===== config.mk =====
export PLATFORM = sky130hd
export DESIGN_NAME = tx_prbs_gen_flat
export DESIGN_NICKNAME = d
export VERILOG_FILES = /design/src/rtl/tx_prbs_gen_if.sv /design/src/rtl/tx_prbs_gen.sv /design/src/flat_wrapper.sv
export SDC_FILE = /design/constraint.sdc
export NUM_CORES = 1
export LEC_CHECK = 0
export CAP_MARGIN = 20
export CORE_MARGIN = 5
export CORE_UTILIZATION = 40
export DETAILED_ROUTE_END_ITERATION = 16
export GPL_ROUTABILITY_DRIVEN = 0
export PLACE_DENSITY = 0.59
export SETUP_SLACK_MARGIN = 0.15
export SKIP_CTS_REPAIR_TIMING = 1
export SLEW_MARGIN = 5
export SYNTH_ARGS = -nofsm -noshare
export SYNTH_HDL_FRONTEND = slang
export SYNTH_SLANG_ARGS = --single-unit
export TNS_END_PERCENT = 20

===== constraint.sdc =====
create_clock -name clk -period 6.57 [get_ports clk]
set_clock_uncertainty 0.2 [all_clocks]
set_input_delay 1.971 -clock clk [delete_from_list [all_inputs] [get_ports clk]]
set_output_delay 1.971 -clock clk [all_outputs]
set_load 0.01 [all_outputs]

===== src/rtl/tx_prbs_gen_if.sv =====
// Pattern-generator control/status bundle: run/mode/error-inject in, serial stream and status out.
interface tx_prbs_gen_if;
  logic       en;
  logic [1:0] mode;
  logic       inj_err;
  logic       out;
  logic       sync;
  logic       active;
  logic [7:0] err_cnt;

  modport master (
    output en, mode, inj_err,
    input  out, sync, active, err_cnt
  );

  modport slave (
    input  en, mode, inj_err,
    output out, sync, active, err_cnt
  );
endinterface


===== src/rtl/tx_prbs_gen.sv =====
// PRBS7/15/31 or 1010 clock-pattern TX source with period sync and single-bit error injection.
// First bit on out two edges after en (or a mode change) is sampled; no backpressure, free-running in RUN.
module tx_prbs_gen #(
  parameter logic [30:0] SEED         = 31'h7FFF_FFFF,
  parameter logic [1:0]  DEFAULT_MODE = 2'd0
) (
  input  logic         clk,
  input  logic         rst,
  tx_prbs_gen_if.slave bus
);

  typedef enum logic [1:0] {
    IDLE = 2'd0,
    LOAD = 2'd1,
    RUN  = 2'd2
  } state_t;

  state_t      state, state_nxt;
  logic [1:0]  mode_q;
  logic [30:0] s, s_nxt;
  logic [30:0] cnt, last_cnt;
  logic [30:0] load_mask, seed_m;
  logic        nb, pat_bit;
  logic        out_q, sync_q, active_q;
  logic [7:0]  err_cnt_q;

  function automatic logic [30:0] mode_mask(input logic [1:0] m);
    case (m)
      2'd1:    return 31'h0000_7FFF;
      2'd2:    return 31'h7FFF_FFFF;
      default: return 31'h0000_007F;
    endcase
  endfunction

  always_comb begin
    nb       = 1'b0;
    last_cnt = 31'd1;
    case (mode_q)
      2'd0: begin
        nb       = s[6] ^ s[5];
        last_cnt = 31'd126;
      end
      2'd1: begin
        nb       = s[14] ^ s[13];
        last_cnt = 31'd32766;
      end
      2'd2: begin
        nb       = s[30] ^ s[27];
        last_cnt = 31'h7FFF_FFFE;
      end
      default: begin
        nb       = 1'b0;
        last_cnt = 31'd1;
      end
    endcase
    // Bits above the active polynomial length stay zero.
    s_nxt     = {s[29:0], nb} & mode_mask(mode_q);
    pat_bit   = (mode_q == 2'd3) ? cnt[0] : nb;
    load_mask = mode_mask(bus.mode);
    seed_m    = SEED & load_mask;
  end

  always_ff @(posedge clk or posedge rst) begin
    if (rst) state <= IDLE;
    else     state <= state_nxt;
  end

  always_comb begin
    state_nxt = state;
    case (state)
      IDLE:    if (bus.en) state_nxt = LOAD;
      LOAD:    state_nxt = RUN;
      RUN: begin
        if (!bus.en)                   state_nxt = IDLE;
        else if (bus.mode != mode_q)   state_nxt = LOAD;
      end
      default: state_nxt = IDLE;
    endcase
  end

  always_ff @(posedge clk or posedge rst) begin
    if (rst) begin
      mode_q    <= DEFAULT_MODE;
      s         <= '0;
      cnt       <= '0;
      out_q     <= 1'b0;
      sync_q    <= 1'b0;
      active_q  <= 1'b0;
      err_cnt_q <= 8'd0;
    end else begin
      case (state)
        IDLE: begin
          out_q    <= 1'b0;
          sync_q   <= 1'b0;
          active_q <= 1'b0;
        end
        LOAD: begin
          s        <= (seed_m == 31'd0) ? load_mask : seed_m;
          cnt      <= '0;
          mode_q   <= bus.mode;
          out_q    <= 1'b0;
          sync_q   <= 1'b0;
          active_q <= 1'b1;
        end
        RUN: begin
          if (bus.inj_err && (err_cnt_q != 8'hFF))
            err_cnt_q <= err_cnt_q + 8'd1;
          if (state_nxt == RUN) begin
            s      <= s_nxt;
            cnt    <= (cnt == last_cnt) ? 31'd0 : cnt + 31'd1;
            out_q  <= pat_bit ^ bus.inj_err;
            sync_q <= (cnt == 31'd0);
          end else begin
            // Leaving RUN: the launched bit is suppressed, so a coincident inject is not visible.
            out_q    <= 1'b0;
            sync_q   <= 1'b0;
            active_q <= (state_nxt == LOAD);
          end
        end
        default: begin
          out_q  <= 1'b0;
          sync_q <= 1'b0;
        end
      endcase
    end
  end

  assign bus.out     = out_q;
  assign bus.sync    = sync_q;
  assign bus.active  = active_q;
  assign bus.err_cnt = err_cnt_q;

endmodule


===== src/flat_wrapper.sv =====
// flat-port wrapper written by rule: the top's interface ports become plain ports
module tx_prbs_gen_flat 
#(
  parameter logic [30:0] SEED         = 31'h7FFF_FFFF,
  parameter logic [1:0]  DEFAULT_MODE = 2'd0
)
  (clk, rst, bus_en, bus_mode, bus_inj_err, bus_out, bus_sync, bus_active, bus_err_cnt);
  tx_prbs_gen_if bus_i ();
  input  logic clk;
  input  logic rst;
  input wire logic [$bits(bus_i.en)-1:0] bus_en;
  input wire logic [$bits(bus_i.mode)-1:0] bus_mode;
  input wire logic [$bits(bus_i.inj_err)-1:0] bus_inj_err;
  output wire logic [$bits(bus_i.out)-1:0] bus_out;
  output wire logic [$bits(bus_i.sync)-1:0] bus_sync;
  output wire logic [$bits(bus_i.active)-1:0] bus_active;
  output wire logic [$bits(bus_i.err_cnt)-1:0] bus_err_cnt;
  assign bus_i.en = bus_en;
  assign bus_i.mode = bus_mode;
  assign bus_i.inj_err = bus_inj_err;
  assign bus_out = bus_i.out;
  assign bus_sync = bus_i.sync;
  assign bus_active = bus_i.active;
  assign bus_err_cnt = bus_i.err_cnt;
  tx_prbs_gen #(.SEED(SEED), .DEFAULT_MODE(DEFAULT_MODE)) u_core (.clk(clk), .rst(rst), .bus(bus_i));
endmodule

==> flow_summary.toml <==
[clock_tree]
insertion_delay_ps = 360
clk_pin_slew_ps = 90
cts_tree = "done"
htree_levels = 3
cts_sinks = 77
cts_buffers = 9
root_buffer = "clkbuf_8"
cts_buffer_depth = 2

[drt]
first_pass_iters = 6
finalWirelength_um = 9660
drt-initial-drc-count = 331
postRouteAntennaNets = 0
vias = 3397
drc = 0
viasPerCell = 5.74
wl_per_cell_um = 16.3

[finish]
multi_input_area_mm2 = 0.00205
nets = 470
n_antenna_cell = 0
syn2layout_area_growth_pct = 12.0
final_cell_area_mm2 = 0.00462
drive_gt1_share_pct = 7.46
layout.filler_cells = 993
ff_latch_area_mm2 = 0.00193

[power_and_ir_drop]
power_frac_seq_pct = 38.7
p_leak_nw = 1.98
combPwrFrac_pct = 39.5
vdd_ir_drop_max_uv = 256
switchingPower_w = 0.000690
power_density_mw_per_mm2 = 362
swShare_pct = 41.2
p_int_w = 0.000983
pwr-share-clk_pct = 21.8

[critical_path]
cp-start-kind = "input port"
required_ps = 6670
crit_type = "in2reg"
critPathArrivalTime_ps = 4450
crit_path_end_kind = "flip-flop"
path_max_fanout = 18

[run_status]
status = "completed"

[yosys]
synthCells = 439
synth-main-ff-cell = "dfrtp_1"
syn_nets = 458
synth_top_area_share_pct = 46.7
synth_area_leader_cell = "dfrtp_1"
ys_types = 52
syn_avg_cell_area_um2 = 9.39
yosysWarnings = 0
synth_edf_count = 0
yosysSeqAreaShare_pct = 46.7
synth-async-reset-ratio_pct = 100
ys_ff_latch = 77
yosysMostFrequentCell = "dfrtp_1"
syn-cell-area_mm2 = 0.00412
synth_area_leaders = "dfrtp_1 (47%), o21ai_0 (5.7%), nand2_1 (5.0%), ha_1 (3.9%), a21oi_1 (3.4%)"
yosys-top-cells-count = "dfrtp_1 (77), nand2_1 (55), o21ai_0 (47)"

[floorplanning]
core_mm2 = 0.0102
dieArea_mm2 = 0.0124
die_h_um = 112
pin_count = 17
chipWidth_um = 112
fp-row-count = 37
start_util_pct = 40.5

[timing]
holdWs_ps = 285
fin_crit_ps = 4350
drv_slew = 0
min_period_over_period_pct = 66.3
max-slew-margin-rel_pct = 31.4
worstMarginPinSlew_ps = 1030
max_freq_ghz = 0.230
finalHoldViolations = 0
fin_tns_setup_ps = 0
rsz0062_at_grt = "no"
setup_viol = 0

[min_path]
hp-class = "reg2reg"

[grt]
grt_overflow = 0
grt_pass1_vias = 3392
antenna_found_initial = 0
grt_max_degree = 64
grt_first_pass_wirelength_um = 16800
grt_use_total_pct = 16.4

[placed_design]
dpl.hpwl_um = 6370
portBuffers = 16
placed_cell_area_mm2 = 0.00439

[job]
cap_violations = 0
==> through the flow <==
step                util, %  worst slack (ps)  total power [W]  instances
floorplan                 -              2430          0.00112        439
global placement       43.1              1870          0.00127        574
detailed placement     43.1              1820          0.00129        574
CTS                    45.1              2180          0.00166        590
global route           45.3              1980          0.00181        592
finish                 45.3              2220          0.00167        592
==> power groups by stage <==
stage	sequential, W	combinational [W]	clock, W
2_1_floorplan	0.000643	0.000477	0
3_3_place_gp	0.000652	0.000621	0
3_5_place_dp	0.000657	0.000637	0
4_1_cts	0.000647	0.000642	0.000374
5_1_grt	0.000663	0.000754	0.000394
6_report	0.000647	0.000661	0.000365
==> placed cells by master (no fill, tap or decap), drive strengths merged, types with 4 or more instances in the layout <==
cell / count
xnor2: 8
a22o: 7
a21o: 8
o21ai: 48
nor3: 6
and3: 11
nand4: 11
ha: 13
o41ai: 4
nor2b: 5
or4: 5
nand3: 11
o31ai: 6
clkdlybuf4s50: 16
dfrtp: 77
a21oi: 28
nor4: 14
xor2: 6
nor2: 20
o22a: 8
nand2: 55
buf: 6
a2bb2oi: 9
clkbuf: 9
and2: 4
inv: 17
and4: 7
==> worst paths after layout <==
path / start / endpoint / slack [ps] / depth (start not counted)
max: bus_mode[1] / u_core.cnt[26]$_DFFE_PP0P_ / 2220 / 8
min: u_core.s[19]$_DFFE_PP0P_ / u_core.s[19]$_DFFE_PP0P_ / 280 / 2
max reg2reg: u_core.state[0]$_DFF_PP0_ / u_core.cnt[26]$_DFFE_PP0P_ / 3230 / 9
min reg2reg: u_core.s[19]$_DFFE_PP0P_ / u_core.s[19]$_DFFE_PP0P_ / 280 / 2
max in group asynchronous: rst / u_core.cnt[5]$_DFFE_PP0P_ / 3370 / 3
min in group asynchronous: rst / u_core.bus.err_cnt[5]$_DFFE_PP0P_ / 1800 / 2
==> worst max-delay path, stage by stage <==
cell and delay [ps]:
clkdlybuf4s50_1 530, xnor2_1 160, and3_1 230, a21o_1 180
nand4_1 110, buf_4 250, nor2_1 740, a41o_1 280
==> state kept, by name, indices dropped and copies added (netlist names) <==
name	cells
u_core.mode_q	2
u_core.bus.err_cnt	8
u_core.bus.out	1
u_core.cnt	31
u_core.s	31
u_core.bus.sync	1
u_core.bus.active	1
u_core.state	2
==> layer usage <==
| layer | share of wire, % | up-vias | global-route usage, % |
|---|---|---|---|
| li1 | - | 1632 | - |
| met1 | 48 | 1682 | 22.3 |
| met2 | 46 | 67 | 25.9 |
| met3 | 3.6 | 16 | 2.50 |
| met4 | 2.3 | 0 | 7.87 |
| met5 | 0 | - | 0 |
==> kinds of logic (layout without fill, tap and decap cells) <==
family,Yosys count,in the layout,synth area share (%)
flip-flops,77,77,46.7
adder cells (fa/ha/maj),13,13,3.94
multiplexers,4,4,1.06
AND/OR/NAND/NOR,161,161,20.5
AO/OA/AOI/OAI,133,133,21.1
XOR/XNOR,14,14,2.97
buffers and inverters,37,54,3.73
==> cell type report <==
cell class                      count  area share (%)
Clock buffer                        9            2.68
Clock inverter                      7            1.57
Inverter                           16            1.33
Multi-Input combinational cell    325            44.3
Sequential cell                    77            41.7
Tap cell                          136            3.68
Timing Repair Buffer               22            4.71
(Power assumes the default switching activity.)
